==> src/rtl/rv_ctrl_pkg.sv <==
// Shared definitions for the multicycle RV32I control path.
// Contents: opcode constants, ALU operation codes, PC source select,
// sequencer state encoding and branch-condition helpers.
package rv_ctrl_pkg;

  localparam logic [6:0] OPC_RTYPE  = 7'b0110011;
  localparam logic [6:0] OPC_ITYPE  = 7'b0010011;
  localparam logic [6:0] OPC_LOAD   = 7'b0000011;
  localparam logic [6:0] OPC_STORE  = 7'b0100011;
  localparam logic [6:0] OPC_BRANCH = 7'b1100011;
  localparam logic [6:0] OPC_JAL    = 7'b1101111;
  localparam logic [6:0] OPC_JALR   = 7'b1100111;
  localparam logic [6:0] OPC_SYSTEM = 7'b1110011;

  typedef enum logic [3:0] {
    ALU_ADD  = 4'd0,
    ALU_SUB  = 4'd1,
    ALU_AND  = 4'd2,
    ALU_OR   = 4'd3,
    ALU_XOR  = 4'd4,
    ALU_SLL  = 4'd5,
    ALU_SRL  = 4'd6,
    ALU_SRA  = 4'd7,
    ALU_SLT  = 4'd8,
    ALU_SLTU = 4'd9
  } alu_op_e;

  typedef enum logic [1:0] {
    PC_PLUS4 = 2'd0,
    PC_IMM   = 2'd1,
    PC_JALR  = 2'd2
  } pc_sel_e;

  typedef enum logic [2:0] {
    S_IDLE,
    S_FETCH,
    S_DECODE,
    S_EXEC,
    S_MEM,
    S_WB,
    S_HALT,
    S_TRAP
  } state_e;

  // funct3 010/011 are unassigned in the branch space.
  function automatic logic branch_f3_valid(input logic [2:0] f3);
    return f3[2:1] != 2'b01;
  endfunction

  function automatic logic branch_taken(input logic [2:0] f3,
                                        input logic       zero,
                                        input logic       lt,
                                        input logic       ltu);
    case (f3)
      3'b000:  return zero;
      3'b001:  return !zero;
      3'b100:  return lt;
      3'b101:  return !lt;
      3'b110:  return ltu;
      3'b111:  return !ltu;
      default: return 1'b0;
    endcase
  endfunction

endpackage

==> src/rtl/alu_op_decode.sv <==
// Combinational ALU control decode.
// Ports:
//   opcode_i, funct3_i, funct7_i : latched instruction fields
//   alu_op_o                     : ALU operation (rv_ctrl_pkg::alu_op_e)
//   alu_src_o                    : 0 = rs2, 1 = immediate
module alu_op_decode
  import rv_ctrl_pkg::*;
(
  input  logic [6:0] opcode_i,
  input  logic [2:0] funct3_i,
  input  logic [6:0] funct7_i,
  output alu_op_e    alu_op_o,
  output logic       alu_src_o
);

  // NOTE: every output gets a default before the case so no path can infer a latch.
  always_comb begin
    alu_op_o  = ALU_ADD;
    alu_src_o = 1'b0;
    case (opcode_i)
      OPC_RTYPE: begin
        case ({funct7_i, funct3_i})
          10'b0000000_000: alu_op_o = ALU_ADD;
          10'b0100000_000: alu_op_o = ALU_SUB;
          10'b0000000_001: alu_op_o = ALU_SLL;
          10'b0000000_010: alu_op_o = ALU_SLT;
          10'b0000000_011: alu_op_o = ALU_SLTU;
          10'b0000000_100: alu_op_o = ALU_XOR;
          10'b0000000_101: alu_op_o = ALU_SRL;
          10'b0100000_101: alu_op_o = ALU_SRA;
          10'b0000000_110: alu_op_o = ALU_OR;
          10'b0000000_111: alu_op_o = ALU_AND;
          default:         alu_op_o = ALU_ADD;
        endcase
      end
      OPC_ITYPE: begin
        alu_src_o = 1'b1;
        case (funct3_i)
          3'b000:  alu_op_o = ALU_ADD;
          3'b001:  alu_op_o = ALU_SLL;
          3'b010:  alu_op_o = ALU_SLT;
          3'b011:  alu_op_o = ALU_SLTU;
          3'b100:  alu_op_o = ALU_XOR;
          3'b101:  alu_op_o = funct7_i[5] ? ALU_SRA : ALU_SRL;
          3'b110:  alu_op_o = ALU_OR;
          default: alu_op_o = ALU_AND;
        endcase
      end
      OPC_BRANCH: alu_op_o = ALU_SUB;
      OPC_LOAD, OPC_STORE, OPC_JAL, OPC_JALR: begin
        alu_op_o  = ALU_ADD;
        alu_src_o = 1'b1;
      end
      default: begin
        alu_op_o  = ALU_ADD;
        alu_src_o = 1'b0;
      end
    endcase
  end

endmodule

==> src/rtl/multicycle_sequencer.sv <==
// Multicycle RV32I control FSM: FETCH, DECODE, EXEC, MEM, WB.
// Ports:
//   clk, rst (sync, active-high), run : start control, sampled in IDLE
//   opcode, funct3, funct7            : instruction fields (stable from DECODE)
//   alu_zero, alu_lt, alu_ltu         : ALU compare flags
//   imem_ready, dmem_ready            : memory handshakes
//   imem_req, ir_we                   : fetch request / IR latch
//   dmem_req, dmem_we                 : data access request / store qualifier
//   alu_src, alu_op                   : ALU operand and operation selects
//   reg_we, mem_to_reg, link          : register writeback controls
//   pc_we, pc_sel                     : PC update controls
//   halted, illegal                   : HALT/TRAP status
//   retired                           : completed-instruction count (wraps)
module multicycle_sequencer
  import rv_ctrl_pkg::*;
#(
  parameter int unsigned CNT_W = 32
) (
  input  logic             clk,
  input  logic             rst,
  input  logic             run,
  input  logic [6:0]       opcode,
  input  logic [2:0]       funct3,
  input  logic [6:0]       funct7,
  input  logic             alu_zero,
  input  logic             alu_lt,
  input  logic             alu_ltu,
  input  logic             imem_ready,
  input  logic             dmem_ready,
  output logic             imem_req,
  output logic             ir_we,
  output logic             dmem_req,
  output logic             dmem_we,
  output logic             alu_src,
  output logic [3:0]       alu_op,
  output logic             reg_we,
  output logic             mem_to_reg,
  output logic             link,
  output logic             pc_we,
  output logic [1:0]       pc_sel,
  output logic             halted,
  output logic             illegal,
  output logic [CNT_W-1:0] retired
);

  state_e             state_q, state_d;
  logic [CNT_W-1:0]   retired_q, retired_d;
  logic               retire;
  alu_op_e            dec_alu_op;
  logic               dec_alu_src;

  alu_op_decode u_alu_op_decode (
    .opcode_i  (opcode),
    .funct3_i  (funct3),
    .funct7_i  (funct7),
    .alu_op_o  (dec_alu_op),
    .alu_src_o (dec_alu_src)
  );

  always_comb begin
    state_d    = state_q;
    imem_req   = 1'b0;
    ir_we      = 1'b0;
    dmem_req   = 1'b0;
    dmem_we    = 1'b0;
    alu_src    = 1'b0;
    alu_op     = ALU_ADD;
    reg_we     = 1'b0;
    mem_to_reg = 1'b0;
    link       = 1'b0;
    pc_we      = 1'b0;
    pc_sel     = PC_PLUS4;
    halted     = 1'b0;
    illegal    = 1'b0;
    retire     = 1'b0;

    case (state_q)
      S_IDLE: if (run) state_d = S_FETCH;

      S_FETCH: begin
        imem_req = 1'b1;
        if (imem_ready) begin
          ir_we   = 1'b1;
          state_d = S_DECODE;
        end
      end

      S_DECODE: begin
        case (opcode)
          OPC_RTYPE, OPC_ITYPE, OPC_LOAD, OPC_STORE,
          OPC_BRANCH, OPC_JAL, OPC_JALR: state_d = S_EXEC;
          OPC_SYSTEM:                    state_d = S_HALT;
          default:                       state_d = S_TRAP;
        endcase
      end

      S_EXEC: begin
        alu_src = dec_alu_src;
        alu_op  = dec_alu_op;
        case (opcode)
          OPC_BRANCH: begin
            if (branch_f3_valid(funct3)) begin
              pc_we   = 1'b1;
              pc_sel  = branch_taken(funct3, alu_zero, alu_lt, alu_ltu) ? PC_IMM : PC_PLUS4;
              retire  = 1'b1;
              state_d = S_FETCH;
            end else begin
              state_d = S_TRAP;
            end
          end
          OPC_LOAD, OPC_STORE:                      state_d = S_MEM;
          OPC_RTYPE, OPC_ITYPE, OPC_JAL, OPC_JALR:  state_d = S_WB;
          default:                                  state_d = S_TRAP;
        endcase
      end

      S_MEM: begin
        // ALU selects stay applied so the computed address is steady for the whole access.
        alu_src  = dec_alu_src;
        alu_op   = dec_alu_op;
        dmem_req = 1'b1;
        dmem_we  = (opcode == OPC_STORE);
        if (dmem_ready) begin
          if (opcode == OPC_STORE) begin
            pc_we   = 1'b1;
            pc_sel  = PC_PLUS4;
            retire  = 1'b1;
            state_d = S_FETCH;
          end else begin
            state_d = S_WB;
          end
        end
      end

      S_WB: begin
        alu_src    = dec_alu_src;
        alu_op     = dec_alu_op;
        reg_we     = 1'b1;
        mem_to_reg = (opcode == OPC_LOAD);
        link       = (opcode == OPC_JAL) || (opcode == OPC_JALR);
        pc_we      = 1'b1;
        if (opcode == OPC_JALR)     pc_sel = PC_JALR;
        else if (opcode == OPC_JAL) pc_sel = PC_IMM;
        else                        pc_sel = PC_PLUS4;
        retire     = 1'b1;
        state_d    = S_FETCH;
      end

      S_HALT: halted = 1'b1;

      S_TRAP: begin
        halted  = 1'b1;
        illegal = 1'b1;
      end

      default: state_d = S_IDLE;
    endcase
  end

  assign retired_d = retire ? retired_q + CNT_W'(1) : retired_q;

  // NOTE: sequential state uses non-blocking assignments so every register samples pre-edge values.
  always_ff @(posedge clk) begin
    if (rst) begin
      state_q   <= S_IDLE;
      retired_q <= '0;
    end else begin
      state_q   <= state_d;
      retired_q <= retired_d;
    end
  end

  assign retired = retired_q;

endmodule
==> config.mk <==
export PLATFORM = sky130hd
export DESIGN_NAME = multicycle_sequencer
export DESIGN_NICKNAME = d
export VERILOG_FILES = /design/src/rtl/rv_ctrl_pkg.sv /design/src/rtl/alu_op_decode.sv /design/src/rtl/multicycle_sequencer.sv
export SDC_FILE = /design/constraint.sdc
export NUM_CORES = 1
export LEC_CHECK = 0
export BUFFER_PORTS_ARGS = -buffer_cell sky130_fd_sc_hd__buf_2
export CORE_UTILIZATION = 44
export CTS_BUF_LIST = sky130_fd_sc_hd__clkbuf_8 sky130_fd_sc_hd__clkbuf_16
export DETAILED_ROUTE_END_ITERATION = 8
export PLACE_DENSITY = 0.78
export SLEW_MARGIN = 20
export SYNTH_ARGS = -nofsm -noshare
export SYNTH_HDL_FRONTEND = slang
export SYNTH_HIERARCHICAL = 1
export SYNTH_SLANG_ARGS = --single-unit
export TNS_END_PERCENT = 100
==> constraint.sdc <==
create_clock -name clk -period 4.1 [get_ports clk]
set_clock_uncertainty 0.15 [all_clocks]
set_input_delay 0.41 -clock clk [delete_from_list [all_inputs] [get_ports clk]]
set_output_delay 0.41 -clock clk [all_outputs]
set_load 0.1 [all_outputs]
# Yosys cells after proc, flatten, opt, wreduce, memory -nomap -nowiden
# Index checks and enable logic that the tools add are counted.
# Widths: inputs -> output; s select.
# word_totals
regBits	35
latch_bits	0
ram_bits	0
rom_bits	0
inputBits	25
output_inout_bits	49
word_cells	92
mem_count	0
# op_classes
add_sub_neg	1
n_mul	0
div	0
n_lt_le_gt_ge	0
eq_ne	35
shifts	0
mux	40
n_bitwise	0
n_reduce_logical	14
# op_table
cell	n
$eq 10x3->1 const B	4
$pmux 4 s9	1
$add 32x1->32 const B	1
$eq 7x7->1 const B	4
$pmux 4 s7	1
$eq 3x3->1 const B	8
$mux 1	24
$eq 10x2->1 const B	2
$eq 10x9->1 const B	2
$pmux 3 s6	1
$mux 3	5
$eq 7x6->1 const B	2
$eq 3x2->1 const B	4
$pmux 4 s3	1
$eq 10x1->1 const B	1
$pmux 3 s3	1
$eq 7x2->1 const B	1
$eq 7x5->1 const B	1
$reduce_or 7->1	1
$eq 3x1->1 const B	2
$logic_not 3->1	2
$ne 2x2->1 const B	3
$pmux 1 s6	1
$pmux 3 s2	1
other kinds (13)	16

# Depth between registers and ports, before layout
# logic_depth
ltp_word	9
depth_mapped	8
depth_no_buf	6

# By module
# The synthesis kept the hierarchy.
# modules_own_cells
mod	n_inst	cells_each	area_each_um2	seq_area_each_um2
multicycle_sequencer	1	256	2043.2	700.7
alu_op_decode	1	41	302.8	0.0

# Least setup slack after synthesis
# Ideal clock, no wire load.
# synth_timing
kind	register to output
start	reg state_q[1]
end	out pc_sel[0]
t_arrival_ns	3.896
t_required_ns	3.540
slack_ns	-0.356
stages_incl_launch_ff	6
n_path_buf	1
path_cell_list	dfxtp_1 clkbuf_1 inv_1 nand3_1 nor3_1 a22o_1
# synth_via
elab_chain_cells	2
elab_cells_between_ends	3
classes_between	2 x eq/ne; 1 x mux
# synth_lines
element	line	text
from (decl)	multicycle_sequencer.sv:46	state_e state_q, state_d;
from (signal assigned)	multicycle_sequencer.sv:168	state_q <= state_d;
$eq 3x3->1 or $eq 3x2->1 (tied branches)	multicycle_sequencer.sv:77	case (state_q)
$pmux 2 s2 (*)	multicycle_sequencer.sv:77	
to (decl)	multicycle_sequencer.sv:40	output logic [1:0] pc_sel,
# Every way passes the cells marked *; elsewhere a longest branch is shown, timed or not.

# Final worst setup path
# layout_timing
start	in opcode[2]
end	out pc_we
# layout_via
elab_chain_cells	4
elab_cells_between_ends	6
classes_between	2 x eq/ne; 4 x mux
# layout_lines
element	line	text
from (decl)	multicycle_sequencer.sv:22	input logic [6:0] opcode,
$eq 7x6->1	multicycle_sequencer.sv:124	if (opcode == OPC_STORE) begin
$mux 1	multicycle_sequencer.sv:124	
$mux 1	multicycle_sequencer.sv:123	if (dmem_ready) begin
$pmux 1 s3 (*)	multicycle_sequencer.sv:77	
to (decl)	multicycle_sequencer.sv:39	output logic pc_we,
# Marks and branches as above.

==> results_dict.tcl <==
set metrics [dict create \
    synth_mux_area_share_pct 1.33 \
    multi_input_area_um2 1550 \
    max_stage_delay_ns 0.51 \
    cts_inserted_buffers 5 \
    antenna_found_initial 0 \
    grt-ovfl-total 0 \
    synth_area_leader_cell "dfxtp_1" \
    synth_top_area_share_pct 29.9 \
    syn-mean-instance-area_um2 7.90 \
    path_common_cell "buf_2" \
    vias_per_cell 5.81 \
    rsz0062_at_grt "false" \
    path_cells "buf_2 -> and4bb_2 -> a41oi_1 -> a2bb2oi_4 -> inv_1 -> buf_2" \
    yosysWarnings 6 \
    num_vias 2511 \
    synth_seq_area_share_pct 29.9 \
    synth-compound-area-share_pct 25.8 \
    synth_edf_count 0 \
    hold_buffers 0 \
    root_buffer "clkbuf_8" \
    ant_nets 0 \
    maxSlewHeadroom_pct 57.4 \
    fp.dieH_um 75.0 \
    path_buf_inv 3 \
    path_class "in2out" \
    synth_fa_ha_area_share_pct 0.533 \
    ios 74 \
    grt_pass1_wl_um 9360 \
    postSynthCellCount 297 \
    drt_first_pass_iters 4 \
    cts_buffer_depth 2 \
    grt_start_max_net_pins 37 \
    cts_resized 0 \
    critical_path.endpoint_type "output port" \
    grt_usage_pct 20.9 \
    r2r_slack_ns 1.52 \
    status "complete, no violations" \
    synth_ff_type "dfxtp_1" \
    first_iter_violations 165 \
    tritoncts "yes" \
    critPathLaunchType "input port" \
    h-tree-depth 2 \
    placed_area_um2 2760 \
    yosys.area_share.simple_pct 36.2 \
    finalSetupTns_ns 0 \
    final_area_um2 2860 \
    grt_pass1_vias 2087 \
    seq_area_um2 701 \
    nFillCells 472 \
    crit_arrival_ns 2.13 \
    critical-path-top-delay-family "compound AO/OA/AOI/OAI gates" \
    hold_viol 0 \
    hp-class "reg2reg" \
    final_net_count 387 \
    ys_top_cells_by_count "35 x dfxtp_1, 34 x a21oi_1, 17 x nand2_1" \
    synth_area_um2 2350 \
    core-area_um2 5110 \
    timing.final.crit_share_pct 65.6 \
    die_w_um 75.0 \
    post_cts_buffers 0 \
    routed_wl_um 5690 \
    leakage_nw 1.11 \
    ys_ff_latch 35 \
    wl_per_cell_um 13.2 \
    clock_sinks 35 \
    worstSkewPairLatency_ns 0.28 \
    power.density_nw_per_um2 298 \
    async_flop_share_pct 0 \
    max_freq_mhz 372 \
    hpwl_um 4010 \
    ir_drop_v 0.000193 \
    crit_slowest_cell "a2bb2oi_4" \
    routabilityCongestion 0.852 \
    syn-num-nets 323 \
    synthToLayoutAreaGrowth_pct 21.7 \
    crit_fanout 27 \
    synthDistinctLibCells 57 \
    setup_viol 0 \
    synth_xor_area_share_pct 1.12 \
    period_minus_slack_ns 2.69 \
    io_buffers 73 \
    drc 0 \
    die_area_um2 5630 \
    worst_pin_slew_ns 0.639 \
    rows 26 \
    critPathRequiredTime_ns 3.54 \
    path_clk_slew_ns 0.07 \
    initial_core_util_pct 45.9 \
    report.final.slew_viol_count 0 \
    synthTopCellsByArea "dfxtp_1 30%, a21oi_1 7.3%, o31ai_1 5.1%" \
    yosysMostFrequentCell "dfxtp_1" \
    cap_violations 0 \
    synth_top_family_by_area "simple AND/OR/NAND/NOR gates" \
    diodes 0 \
    drive_above_1_share_pct 27.1 \
]
-- flip-flops by register name, summed over array words and instances (netlist names) --
| signal | flops |
|---|---|
| retired | 32 |
| state_q | 3 |
-- power breakdown --
| part | switching, W | internal, W | total, W |
|---|---|---|---|
| Sequential | 0.0000185 | 0.000349 | 0.000367 |
| Clock | 0.000121 | 0.000151 | 0.000272 |
| Combinational | 0.000157 | 0.0000553 | 0.000212 |
| Total | 0.000296 | 0.000555 | 0.000851 |
-- worst reg2reg max path: stages, from the launching register on --
cell     delay [ns]
dfxtp_1        0.43
and2_1         0.29
nand3_1        0.29
or3_1          0.63
or4b_1         0.58
a21oi_1        0.14
-- metal layers --
metal  GRT usage (%)  wire length (µm)
met1            28.2              2780
met2            35.0              2600
met3            3.61               267
met4            3.98                46
met5               0                 0
-- metrics by stage --
step	utilization [%]	std cells	power, W	hold WS, ns	worst slack [ns]
finish	55.9	432	0.000851	0.342	1.41
global route	55.9	432	0.000887	0.380	1.24
CTS	55.9	432	0.000856	0.348	1.42
detailed placement	53.9	424	0.000585	0.336	1.29
global placement	53.9	424	0.000583	0.326	1.35
floorplan	-	297	0.000534	0.374	0.142
-- worst paths after layout --
check / to / cells after the start / startpoint
worst max-delay path: pc_we / 6 / opcode[2]
worst min-delay path: retired[28] / 2 / retired[28]
worst max register to register: retired[23] / 5 / retired[2]
worst min register to register: retired[28] / 2 / retired[28]
-- cells in the final DEF (no fill, tap or decap), drive strengths merged, types with 2 or more instances in the layout --
cell type and instances:
and3 4, mux2i 2, nor4 5, a31oi 2
nor2 14, a2111oi 2, nand3 12, a21oi 34
or3 10, and3b 2, and2 8, inv 14
o21ba 3, buf 74, or4b 3, o41ai 3
o211ai 2, or3b 2, nand2b 4, and4 5
or4 17, xor2 3, or2 4, o31a 3
o2111ai 2, nand4 11, o31ai 16, nor2b 3
o21ai 15, nor3 8, clkbuf 7, dfxtp 35
nand2 17
-- cell type report --
cell class | instances | area share [%]
multi-input combinational | 232 | 54.1
sequential | 35 | 24.5
timing repair buffer | 74 | 13.1
clock buffer | 7 | 3.37
tap | 70 | 3.07
inverter | 13 | 1.71
clock inverter | 1 | 0.131
-- cells by family after synthesis --
logic type / count (synthesis)
AO/OA/AOI/OAI: 92
XOR/XNOR: 3
adder cells (fa/ha/maj): 1
buffers and inverters: 30
flip-flops: 35
multiplexers: 3
AND/OR/NAND/NOR: 133
(Power assumes the default switching activity.)
